--- src/rtl/gf_poly_eval.sv ---
// gf_poly_eval: multi-channel GF(2^M) Horner polynomial evaluator
// Ports:
//   i_clock, i_reset          clock, synchronous active-high reset
//   i_start, i_alpha, i_len   start an evaluation of i_len coefs at NCH points
//   i_coef, i_coef_valid      coefficient stream, highest degree first
//   o_coef_ready              coefficient accepted this cycle (LOAD)
//   o_busy                    high in LOAD and DONE
//   o_res, o_res_valid        per-channel results, held until i_res_ready
//   i_res_ready               consumer accepts o_res
module gf_poly_eval #(
    parameter int M = 5,
    parameter logic [M-1:0] POLY = 5'b00101,
    parameter int NCH = 4,
    parameter int LEN_W = 6
) (
    input  logic               i_clock,
    input  logic               i_reset,
    input  logic               i_start,
    input  logic [NCH*M-1:0]   i_alpha,
    input  logic [LEN_W-1:0]   i_len,
    input  logic [M-1:0]       i_coef,
    input  logic               i_coef_valid,
    output logic               o_coef_ready,
    output logic               o_busy,
    output logic [NCH*M-1:0]   o_res,
    output logic               o_res_valid,
    input  logic               i_res_ready
);
    typedef enum logic [1:0] {S_IDLE, S_LOAD, S_DONE} state_t;

    state_t             r_state, w_next;
    logic [NCH*M-1:0]   r_alpha, r_acc, w_acc_nx;
    logic [LEN_W-1:0]   r_cnt;
    logic               w_take, w_xfer;

    // MSB-first shift-and-add; each left shift is folded back by POLY
    function automatic logic [M-1:0] gfmul(input logic [M-1:0] a, input logic [M-1:0] b);
        logic [M-1:0] p;
        p = '0;
        for (int k = M - 1; k >= 0; k--)
            p = {p[M-2:0], 1'b0} ^ (p[M-1] ? POLY : '0) ^ (b[k] ? a : '0);
        return p;
    endfunction

    for (genvar c = 0; c < NCH; c++) begin : g_ch
        assign w_acc_nx[c*M +: M] = gfmul(r_acc[c*M +: M], r_alpha[c*M +: M]) ^ i_coef;
    end

    assign w_take = (r_state == S_IDLE) && i_start;
    assign w_xfer = (r_state == S_LOAD) && i_coef_valid;

    always_comb begin
        w_next = r_state;
        case (r_state)
            S_IDLE:  w_next = i_start ? ((i_len == '0) ? S_DONE : S_LOAD) : S_IDLE;
            S_LOAD:  w_next = (w_xfer && r_cnt == LEN_W'(1)) ? S_DONE : S_LOAD;
            S_DONE:  w_next = i_res_ready ? S_IDLE : S_DONE;
            default: w_next = S_IDLE;
        endcase
    end

    always_ff @(posedge i_clock) begin
        if (i_reset) begin
            r_state <= S_IDLE;
            r_alpha <= '0;
            r_acc   <= '0;
            r_cnt   <= '0;
        end else begin
            r_state <= w_next;
            if (w_take) begin
                r_alpha <= i_alpha;
                r_cnt   <= i_len;
                r_acc   <= '0;
            end else if (w_xfer) begin
                r_acc   <= w_acc_nx;
                r_cnt   <= r_cnt - 1'b1;
            end
        end
    end

    assign o_coef_ready = (r_state == S_LOAD);
    assign o_busy       = (r_state != S_IDLE);
    assign o_res_valid  = (r_state == S_DONE);
    assign o_res        = r_acc;
endmodule

--- config.mk ---
export PLATFORM = sky130hd
export DESIGN_NAME = gf_poly_eval
export DESIGN_NICKNAME = d
export VERILOG_FILES = /design/src/rtl/gf_poly_eval.sv
export SDC_FILE = /design/constraint.sdc
export NUM_CORES = 1
export LEC_CHECK = 0
export BUFFER_PORTS_ARGS = -buffer_cell sky130_fd_sc_hd__buf_2
export CAP_MARGIN = 20
export CORE_ASPECT_RATIO = 1.5
export CORE_MARGIN = 3
export CORE_UTILIZATION = 59
export CTS_BUF_LIST = sky130_fd_sc_hd__clkbuf_2 sky130_fd_sc_hd__clkbuf_4 sky130_fd_sc_hd__clkbuf_8
export CTS_CLUSTER_SIZE = 14
export DETAILED_ROUTE_END_ITERATION = 6
export MAX_ROUTING_LAYER = met4
export PLACE_DENSITY = 0.83
export SLEW_MARGIN = 40
export SYNTH_ARGS = -nofsm -noshare
export SYNTH_HDL_FRONTEND = slang
export SYNTH_SLANG_ARGS = --single-unit
--- constraint.sdc ---
create_clock -name i_clock -period 2.4 [get_ports i_clock]
set_input_delay 0.48 -clock i_clock [delete_from_list [all_inputs] [get_ports i_clock]]
set_output_delay 0.48 -clock i_clock [all_outputs]
set_load 0.02 [all_outputs]
==> flow_summary.ini, run 1 <==
[clocking]
clk_latency_ns = 0.31
cts_tree = built
htreeDepth = 2
numCtsBuffers = 5
cts.sinks = 48
ctsResizeCount = 0
path_clk_slew_ns = 0.09
clockBufferDepth = 2
postCtsHoldBufs = 0
clock-root-buffer = clkbuf_8
cts_setup_buffers = 0

[logic_synthesis]
ys.flop_type = dfxtp_1
synth-edff-count = 0
avgSynthCellArea_sq_um = 8.05
synthTopCellsByArea = dfxtp_1 (27%), nand2_1 (14%), xnor3_1 (12%)
synth_commonest_cells = nand2_1 (136), dfxtp_1 (48), xnor2_1 (46)
ys_seq_area_frac = 0.270
ys_warn_count = 0
yosysTopAreaCell = dfxtp_1
synth_top_area_frac = 0.270
async_reset_ff_frac = 0
syn-num-nets = 480
yosysMostFrequentCell = nand2_1
synth_seq_cells = 48
synthCells = 442
netlist_area_sq_um = 3560
ys_types = 40

[placement]
dp.final_hpwl_microns = 6120
dp_cells = 558
port_buffers = 58
dp_slack_ns = 0.542
place_congestion = 0.884

[timing]
tns_ns = 0
min_period_over_period = 0.785
fmax_mhz = 531
period_needed_ns = 1.88
finalSetupViolCount = 0
tightestPinTransition_ns = 0.551
setup_ws_ns = 0.517
finalHoldViolCount = 0
fin_skew_ns = 0.0106
rsz0062_at_grt = false
slew_headroom = 0.632
drv_slew = 0

[power_and_ir_drop]
total_leakage_power_nw = 1.64
max-vdd-ir-drop_uv = 349
power_mw = 1.92
power_density_nw_per_um2 = 481

[outcome]
run_status = complete, no violations

[critical_path]
worst_path_largest_cell_delay_ns = 0.55
crit_path_top_delay_cell = dfxtp_1
startpoint_type = register
endpoint_kind = register
path_class = register to register
cp.arrival_ns = 2.14
crit_chain = mux2_2, a221oi_4, xnor3_1, o21ai_0, a32o_1
crit_buf_inv = 0
crit_fanout = 9
path_delay_family = compound AO/OA/AOI/OAI gates
critPathRequiredTime_ns = 2.66

[floorplan]
num_rows = 34
die_w_microns = 69.4
core-area_sq_um = 5830
initial_core_util = 0.611
die_area_sq_um = 7020
io_pins = 59
die_y_microns = 101

[layout]
diodes = 0
drive_gt1_frac = 0.172
area_delta_synth_final_pct = 12.2
nFillCells = 480
layout.nets = 531
final_cell_count_no_fill = 566

[grt]
grt_pass1_wl_microns = 13900
grtUsageTotal = 0.250
grt_max_degree = 31
antenna_found_initial = 0
grt.overflow.total = 0
grt_pass1_vias = 3049

[run]
maxCapViolations = 0

[drt]
avgViaCountPerCell = 5.68
ant_nets = 0
finalWirelength_microns = 8150
via_count = 3216
dr.first_iter.drc_count = 141
drc_errors = 0
firstDrtPassIters = 4
routedWlPerCell_microns = 14.4

[min_path]
hp-class = input port to register
## worst min-delay path, delay by kind of cell
family | cells | cell delay, ns
buffers and inverters | 1 | 0.09
AO/OA/AOI/OAI | 1 | 0.05
AND/OR/NAND/NOR | 1 | 0.04
## through the flow
stage               hold slack [ns]   util  cell area (sq um)
finish                        0.400  0.685               4000
global route                  0.394  0.685               4000
CTS                           0.387  0.685               4000
detailed placement            0.504  0.666               3880
global placement              0.485  0.666               3880
floorplan                     0.458      -               3560
## power breakdown
part	internal, mW	leakage, nW	switching [mW]
logic	0.185	1.19	0.210
registers	0.844	0.393	0.0923
clock network	0.309	0.0541	0.283
total	1.34	1.64	0.586
## cell type report
class	instances	area [sq um]	area share
clock buffer	5	68.8	0.0172
clock inverter	3	42.5	0.0106
inverter	8	30.0	0.00752
multi-input combinational	366	2470	0.618
sequential	48	961	0.241
tap	72	90.1	0.0225
timing repair buffer	64	335	0.0839
## cells by family (layout without fill, tap and decap cells)
| group | after synthesis | in the layout | share of synthesized area |
|---|---|---|---|
| compound gates | 78 | 78 | 0.152 |
| xor+xnor | 84 | 84 | 0.284 |
| fa+ha+maj | 2 | 2 | 0.00703 |
| buf+inv | 28 | 80 | 0.0369 |
| flops | 48 | 48 | 0.270 |
| mux | 4 | 4 | 0.0123 |
| simple gates | 198 | 198 | 0.238 |
## final timing paths
path,startpoint,to,slack [ns],cells after the start
setup reg to reg,o_res[4],o_res[0],0.52,5
hold / removal,i_alpha[4],r_alpha[4],0.40,3
hold reg to reg,r_cnt[4],r_cnt[4],0.52,2
setup / recovery,o_res[4],o_res[0],0.52,5
## layout by cell type, fill, tap and decap left out, drive strengths merged, types with 2 or more instances in the layout
cell type / Yosys / final
a211oi: 8 / 8
a21oi: 34 / 34
a221oi: 6 / 6
a22oi: 5 / 5
a31oi: 5 / 5
a32o: 3 / 3
and4bb: 3 / 3
buf: 6 / 64
clkbuf: 14 / 5
dfxtp: 48 / 48
ha: 2 / 2
inv: 8 / 8
mux2: 3 / 3
nand2: 136 / 136
nand3b: 4 / 4
nor2: 34 / 34
nor2b: 7 / 7
nor3: 2 / 2
nor4: 3 / 3
o21ai: 11 / 11
or2: 5 / 5
xnor2: 46 / 46
xnor3: 20 / 20
xor2: 18 / 18
## state kept, by name (all words and copies together), names as in the netlist
| signal | cells |
|---|---|
| r_alpha | 20 |
| r_cnt | 6 |
| o_res | 20 |
| r_state | 2 |
## per-layer routing
layer | vias up | GRT usage | wire [microns]
li1 | 1582 | - | -
met1 | 1509 | 0.271 | 3180
met2 | 97 | 0.449 | 4290
met3 | 28 | 0.0417 | 455
met4 | 0 | 0.108 | 227
met5 | - | - | 0
Power figures use the tool's default switching activity.
==> run 2: changes to the inputs <==
Settings changed: CORE_UTILIZATION 59 to 53, PLACE_DENSITY 0.83 to 0.79.
Clock period 2.4 ns to 1.6 ns, I/O delays scaled along.
==> run 2 against run 1 <==
  * The flow now finishes with violations (negative setup slack)
  * Cell area increased by 14%
  * Sequential share of layout area is 1.4 points lower
  * Clock power up 27%
  * Total power increased by 50%
  * Sequential cell count unchanged
  * Routed wire length grew 14%
  * Cell count increased by 9.9%
==> flow_summary.ini, run 2 (synthesized netlist as in run 1, its figures left out) <==
[min_path]
hp-class = input port to register

[timing]
finalSetupViolCount = 5
period_needed_ns = 1.66
whs_ns = 0.234
rsz0062_at_grt = true
drv_slew = 0
finalHoldViolCount = 0
tns_ns = -0.186
slew_headroom = 0.757
fmax_mhz = 601
fin_skew_ns = 0.00887
setup_ws_ns = -0.0641
tightestPinTransition_ns = 0.365
min_period_over_period = 1.04

[run]
maxCapViolations = 0

[clocking]
cts.sinks = 48
cts_tree = built
numCtsBuffers = 5
clk_latency_ns = 0.31
htreeDepth = 2
clock-root-buffer = clkbuf_8
clockBufferDepth = 2
path_clk_slew_ns = 0.09

[drt]
via_count = 3401
dr.first_iter.drc_count = 152
avgViaCountPerCell = 5.47
drc_errors = 0
ant_nets = 0
routedWlPerCell_microns = 14.9
finalWirelength_microns = 9270
firstDrtPassIters = 6

[critical_path]
worst_path_largest_cell_delay_ns = 0.42
startpoint_type = register
crit_chain = nand2_2, xnor3_1, xnor3_1, or2_0, a31oi_1
cp.arrival_ns = 1.90
endpoint_kind = register
crit_fanout = 6
cpMostUsedCell = xnor3_1
path_class = register to register
crit_buf_inv = 0
crit_path_top_delay_cell = xnor3_1
path_delay_family = XOR/XNOR gates
critPathRequiredTime_ns = 1.83

[grt]
grtUsageTotal = 0.254
antenna_found_initial = 0
grt_pass1_wl_microns = 15100
grt_pass1_vias = 3335
grt_max_degree = 28
grt.overflow.total = 0

[power_and_ir_drop]
power_density_nw_per_um2 = 632
max-vdd-ir-drop_uv = 682
total_leakage_power_nw = 1.96
power_mw = 2.88

[floorplan]
initial_core_util = 0.549
core-area_sq_um = 6490
die_area_sq_um = 7760
die_y_microns = 106
io_pins = 59
num_rows = 36
die_w_microns = 72.9

[layout]
final_cell_mix = nand2_1 (134), buf_2 (58), buf_4 (55), xnor2_1 (41), a21oi_1 (34)
ff_latch_area_sq_um = 1030
drive_gt1_frac = 0.328
layout.nets = 583
nFillCells = 526
multiInputGateArea_sq_um = 2550
area_delta_synth_final_pct = 27.9
diodes = 0
final_cell_count_no_fill = 622
final_common_cell = nand2_1

[placement]
port_buffers = 58
dp_slack_ns = -0.0742
dp_cells = 609
dp.final_hpwl_microns = 7010
place_congestion = 0.958

[outcome]
violations = negative setup slack
run_status = complete, but fails checks
==> run 2: repair_timing <==
item                                    CTS  global route
setup buffers                             4             1
gates resized for setup                   8            21
endpoints found under the setup margin    8            25
pin swaps                                 3             7
hold buffers                              0             0
==> run 2: layer usage <==
layer,wire [microns],global-route usage
met5,0,-
met3,471,0.0416
met2,5110,0.471
met1,3470,0.258
met4,219,0.0963
==> run 2: per-stage QoR <==
step	utilization	instance area, sq um
finish	0.702	4550
global route	0.702	4550
CTS	0.689	4470
detailed placement	0.667	4330
global placement	0.667	4330
floorplan	-	3620
==> run 2: final timing paths <==
check                  start          to  slack [ns]  depth (start not counted)
setup / recovery    o_res[8]    o_res[8]       -0.06                          5
hold / removal       i_reset  r_alpha[9]        0.23                          2
setup reg to reg    o_res[8]    o_res[8]       -0.06                          5
hold reg to reg   r_alpha[7]  r_alpha[7]        0.49                          2
==> run 2: worst register-to-register path, cell delays in order (launching register included) <==
cell and delay (ns):
dfxtp_4 0.37, nand2_2 0.06, xnor3_1 0.42, xnor3_1 0.38, or2_0 0.22, a31oi_1 0.14
==> run 2: power by group <==
| part | leakage, nW | switching, mW | internal [mW] |
|---|---|---|---|
| sequential | 0.409 | 0.106 | 1.26 |
| combinational | 1.50 | 0.386 | 0.372 |
| clock | 0.0491 | 0.409 | 0.342 |
==> run 2: cell type report <==
type	count	share of cell area
timing repair buffer	116	0.166
clock buffer	7	0.0184
multi-input combinational	366	0.561
inverter	8	0.00660
tap	76	0.0209
clock inverter	1	0.00110
sequential	48	0.226
